### src/rtl/spi_frame_receiver.sv
// spi_frame_receiver: deserialises SS-framed LSB-first SPI words with even parity,
// presents them on a valid/ready port and acknowledges accepted frames on SACK.
module spi_frame_receiver #(
    parameter int SYNC_STAGES = 2,
    parameter int DATA_WIDTH  = 64
) (
    input  logic                  CLK,
    input  logic                  RESET,
    input  logic                  SS,
    input  logic                  SCLK,
    input  logic                  SD,
    output logic                  SACK,
    output logic [DATA_WIDTH-1:0] DATA_OUT,
    output logic                  VALID,
    input  logic                  READY,
    output logic                  ERR_PARITY,
    output logic                  ERR_LEN,
    output logic                  ERR_OVF,
    output logic [7:0]            ERR_CNT
);
    typedef enum logic [1:0] {IDLE, RECV, CHECK} state_t;
    localparam logic [6:0] DW  = 7'(DATA_WIDTH);
    localparam logic [6:0] LEN = 7'(DATA_WIDTH + 1);
    state_t                  state;
    logic [SYNC_STAGES-1:0]  ss_sync, sclk_sync, sd_sync;
    logic                    sclk_prev, parity, rx_par;
    logic [6:0]              count;
    logic [DATA_WIDTH-1:0]   shift_reg;
    logic                    ss_s, sclk_s, sd_s, sclk_rise, len_ok, good, out_full;
    assign ss_s      = ss_sync[SYNC_STAGES-1];
    assign sclk_s    = sclk_sync[SYNC_STAGES-1];
    assign sd_s      = sd_sync[SYNC_STAGES-1];
    assign sclk_rise = sclk_s && !sclk_prev;
    assign len_ok    = count == LEN;
    assign good      = len_ok && (rx_par == parity);
    assign out_full  = VALID && !READY;
    always_ff @(posedge CLK) begin
        if (RESET) begin
            state      <= IDLE;
            ss_sync    <= '1;
            sclk_sync  <= '0;
            sd_sync    <= '0;
            sclk_prev  <= 1'b0;
            count      <= '0;
            parity     <= 1'b0;
            rx_par     <= 1'b0;
            shift_reg  <= '0;
            SACK       <= 1'b0;
            DATA_OUT   <= '0;
            VALID      <= 1'b0;
            ERR_PARITY <= 1'b0;
            ERR_LEN    <= 1'b0;
            ERR_OVF    <= 1'b0;
            ERR_CNT    <= '0;
        end else begin
            ss_sync    <= {ss_sync[SYNC_STAGES-2:0], SS};
            sclk_sync  <= {sclk_sync[SYNC_STAGES-2:0], SCLK};
            sd_sync    <= {sd_sync[SYNC_STAGES-2:0], SD};
            sclk_prev  <= sclk_s;
            ERR_PARITY <= 1'b0;
            ERR_LEN    <= 1'b0;
            ERR_OVF    <= 1'b0;
            if (VALID && READY)
                VALID <= 1'b0;
            case (state)
                IDLE: if (!ss_s) begin
                    count  <= '0;
                    parity <= 1'b0;
                    SACK   <= 1'b0;
                    state  <= RECV;
                end
                RECV: begin
                    // shifting right lands bit 0 at the LSB once all data bits are in
                    if (sclk_rise) begin
                        if (count < DW) begin
                            shift_reg <= {sd_s, shift_reg[DATA_WIDTH-1:1]};
                            parity    <= parity ^ sd_s;
                        end else if (count == DW)
                            rx_par <= sd_s;
                        if (count != 7'd127)
                            count <= count + 7'd1;
                    end
                    if (ss_s)
                        state <= CHECK;
                end
                CHECK: begin
                    state <= IDLE;
                    if (good && !out_full) begin
                        DATA_OUT <= shift_reg;
                        VALID    <= 1'b1;
                        SACK     <= 1'b1;
                    end else begin
                        ERR_OVF    <= good;
                        ERR_PARITY <= len_ok && !good;
                        ERR_LEN    <= !len_ok;
                        if (ERR_CNT != 8'hFF)
                            ERR_CNT <= ERR_CNT + 8'd1;
                    end
                end
                default: state <= IDLE;
            endcase
        end
    end
endmodule
### config.mk
export PLATFORM = sky130hd
export DESIGN_NAME = spi_frame_receiver
export DESIGN_NICKNAME = d
export VERILOG_FILES = /design/src/rtl/spi_frame_receiver.sv
export SDC_FILE = /design/constraint.sdc
export NUM_CORES = 1
export LEC_CHECK = 0
export ABC_AREA = 1
export ABC_CLOCK_PERIOD_IN_PS = 1750
export CORE_MARGIN = 2
export CORE_UTILIZATION = 54
export CTS_CLUSTER_DIAMETER = 30
export DETAILED_ROUTE_END_ITERATION = 6
export PLACE_DENSITY = 0.81
export SYNTH_ARGS = -nofsm -noshare
export SYNTH_HDL_FRONTEND = slang
export SYNTH_SLANG_ARGS = --single-unit
export TNS_END_PERCENT = 20
### constraint.sdc
create_clock -name CLK -period 1.75 [get_ports CLK]
set_input_delay 0.35 -clock CLK [delete_from_list [all_inputs] [get_ports CLK]]
set_output_delay 0.35 -clock CLK [all_outputs]
set_load 0.05 [all_outputs]
==> results.yml <==
yosys:
  synth_nets: 789
  synth_area_leaders: "dfxtp_1, nor2_1, nand4_1, nand2_1, a21oi_1"
  synth_top_area_cell: "dfxtp_1"
  syn_inst: 780
  synth_top_cell_area_share_pct: 51.7
  avgSynthCellArea_um2: 7.89
  synthFlopType: "dfxtp_1"
  yosys_warnings: 0
  ys_async_sr_fraction_pct: 0
  yosysSeqAreaShare_pct: 51.7
  yosys.cell_types.count: 29
  syn_area_um2: 6160
  ys_ff_latch: 159
  synth_edf_count: 0
timing:
  drv_slew: 0
  tightestPinTransition_ps: 366
  timing.final.ws_setup_ps: 104
  fin_skew_ps: 11.2
  period_minus_slack_ps: 1650
  whs_ps: 401
  hold_violations: 0
  report.final.setup_viol: 0
  rsz0062_at_grt: "no"
  setup_tns_ps: 0
  min_period_over_period_pct: 94.1
  max-slew-margin-rel_pct: 75.6
  clock.fmax_ghz: 0.608
grt:
  antenna_found_initial: 0
  grt_start_max_net_pins: 68
  grt_first_pass_wirelength_mm: 23.8
  grt_pass1_vias: 5173
  grt_usage_pct: 22.9
  overflow: 0
finish:
  final_cell_mix: "dfxtp_1, nor2_1, nand2_1, buf_4, a21oi_1"
  drive_gt1_share_pct: 16.7
  area_growth_pct: 21.2
  n_antenna_cell: 0
  final_common_cell: "dfxtp_1"
  finish.utilization_pct: 67.9
  fin_nets: 853
clock_tree:
  clockRootBuffer: "clkbuf_16"
  insertion_delay_ps: 420
  h-tree-depth: 4
  cts_buffer_depth: 2
  cts-hold-fix-buffers: 0
  cts_sinks: 159
  cts_tree: "built"
  path_clk_slew_ps: 60
  numCtsBuffers: 17
pwr:
  p_switching_w: 0.00152
  combPwrFrac_pct: 2.1
  clockPowerShare_pct: 50.0
  switching_share_pct: 19.9
  power_frac_seq_pct: 47.9
  ir_worst_vdd_mv: 0.658
  power.internal_w: 0.00612
  leakage_nw: 3.20
  p_per_area_nw_per_um2: 1020
worst_setup_path:
  reg2regPathDepth: 7
  worstPathRequired_ps: 2040
  worstPathCellList: "ha_1 > nand3_1 > nor2_4 > nand3_2 > buf_12 > nand2_1 > a21oi_1"
  critPathSlowestCell: "dfxtp_1"
  startpoint: "count[0]$_SDFFE_PP0P_"
  path_max_fanout: 39
  reg2reg_from: "count[0]$_SDFFE_PP0P_"
  arrival_ps: 1930
  cp-end-kind: "flop"
  critPathKind: "reg -> reg"
  crit_path_max_incr_delay_ps: 430
  start_kind: "flop"
routing:
  wl_per_cell_um: 14.1
  num_vias: 5531
  first_pass_iters: 6
  wl_mm: 14.0
  drc_errors: 0
  routed_via_density: 5.55
  drt_iter0_markers: 498
  postRouteAntennaNets: 0
place:
  post-place-ws_ps: 25.0
  gp_congestion: 0.892
  dpl.hpwl_mm: 8.96
  port_buffers: 82
hold_path:
  holdCritPathClass: "reg -> reg"
  worstHoldStart: "sclk_sync[0]$_SDFF_PP0_"
  min_path_cells: 2
floorplanning:
  pin_count: 83
  die_h_um: 111
  start_util_pct: 56.0
  fp.coreArea_um2: 11000
  fp.dieW_um: 111
  die-area_um2: 12300
  rows: 38
flow_run:
  drv_cap: 0
status:
  status: "completed"
[synth_stat cells, types with 4 or more instances]
cell / number
dfxtp_1: 159
clkbuf_1: 25
buf_2: 14
o21ai_1: 10
buf_4: 4
inv_1: 35
nand2_1: 107
o21ai_0: 59
nand4_1: 67
nor3_1: 5
a21oi_1: 78
buf_6: 15
nor2_1: 154
nand3_1: 21
[repair_timing]
item | 4_1_cts | 5_1_grt
setup endpoints to repair | 0 | 17
resized for setup | 0 | 3
setup buffers | 0 | 0
[worst paths after layout]
kind | slack [ps] | to
max | 100 | DATA_OUT[28]$_SDFFE_PP0P_
min | 400 | sclk_sync[1]$_SDFF_PP0_
max reg2reg | 100 | DATA_OUT[28]$_SDFFE_PP0P_
min reg2reg | 400 | sclk_sync[1]$_SDFF_PP0_
[power by group through the flow]
stage | logic, W | registers (W) | clock network, W
after global placement | 0.000152 | 0.00374 | 0
after CTS | 0.000157 | 0.00366 | 0.00387
final | 0.000159 | 0.00366 | 0.00382
after detailed placement | 0.000156 | 0.00374 | 0
after floorplan | 0.000105 | 0.00373 | 0
after global routing | 0.000178 | 0.00366 | 0.00403
[logic make-up (layout without fill, tap and decap cells)]
logic type | after synthesis | after routing | synth area share, %
flops | 159 | 159 | 51.7
buf+inv | 97 | 174 | 8.27
simple gates | 366 | 366 | 26.4
xor+xnor | 4 | 4 | 0.569
compound gates | 151 | 151 | 12.4
fa+ha+maj | 3 | 3 | 0.610
[layer usage]
metal | up-vias | global-route usage (%) | routed length, µm
li1 | 2734 | - | -
met1 | 2606 | 28.9 | 6070
met2 | 171 | 38.5 | 7080
met3 | 20 | 4.48 | 693
met4 | 0 | 9.50 | 209
met5 | - | 0 | 0
[metrics by stage]
stage	total power (W)	area, µm²	std cells
6_report	0.00764	7460	997
3_3_place_gp	0.00389	6830	965
4_1_cts	0.00768	7450	997
3_5_place_dp	0.00389	6830	965
5_1_grt	0.00787	7460	997
2_1_floorplan	0.00384	6160	780
[critical path: cells and delay by family (launching register included)]
family	cells	cell delay, ps
and+or+nand+nor	4	620
DFF	1	430
buffers and inverters	1	210
adders and majority gates	1	180
AOI/OAI and AO/OA	1	60
[area by class of cell]
| cell class | count | area (µm²) |
|---|---|---|
| clock buffer | 22 | 454 |
| clock inverter | 10 | 161 |
| fill | 866 | 3520 |
| inverter | 38 | 143 |
| multi-input combinational | 524 | 2480 |
| sequential | 159 | 3180 |
| tap | 140 | 175 |
| timing repair buffer | 104 | 867 |
Note: power is estimated with default switching activity, not from simulation.
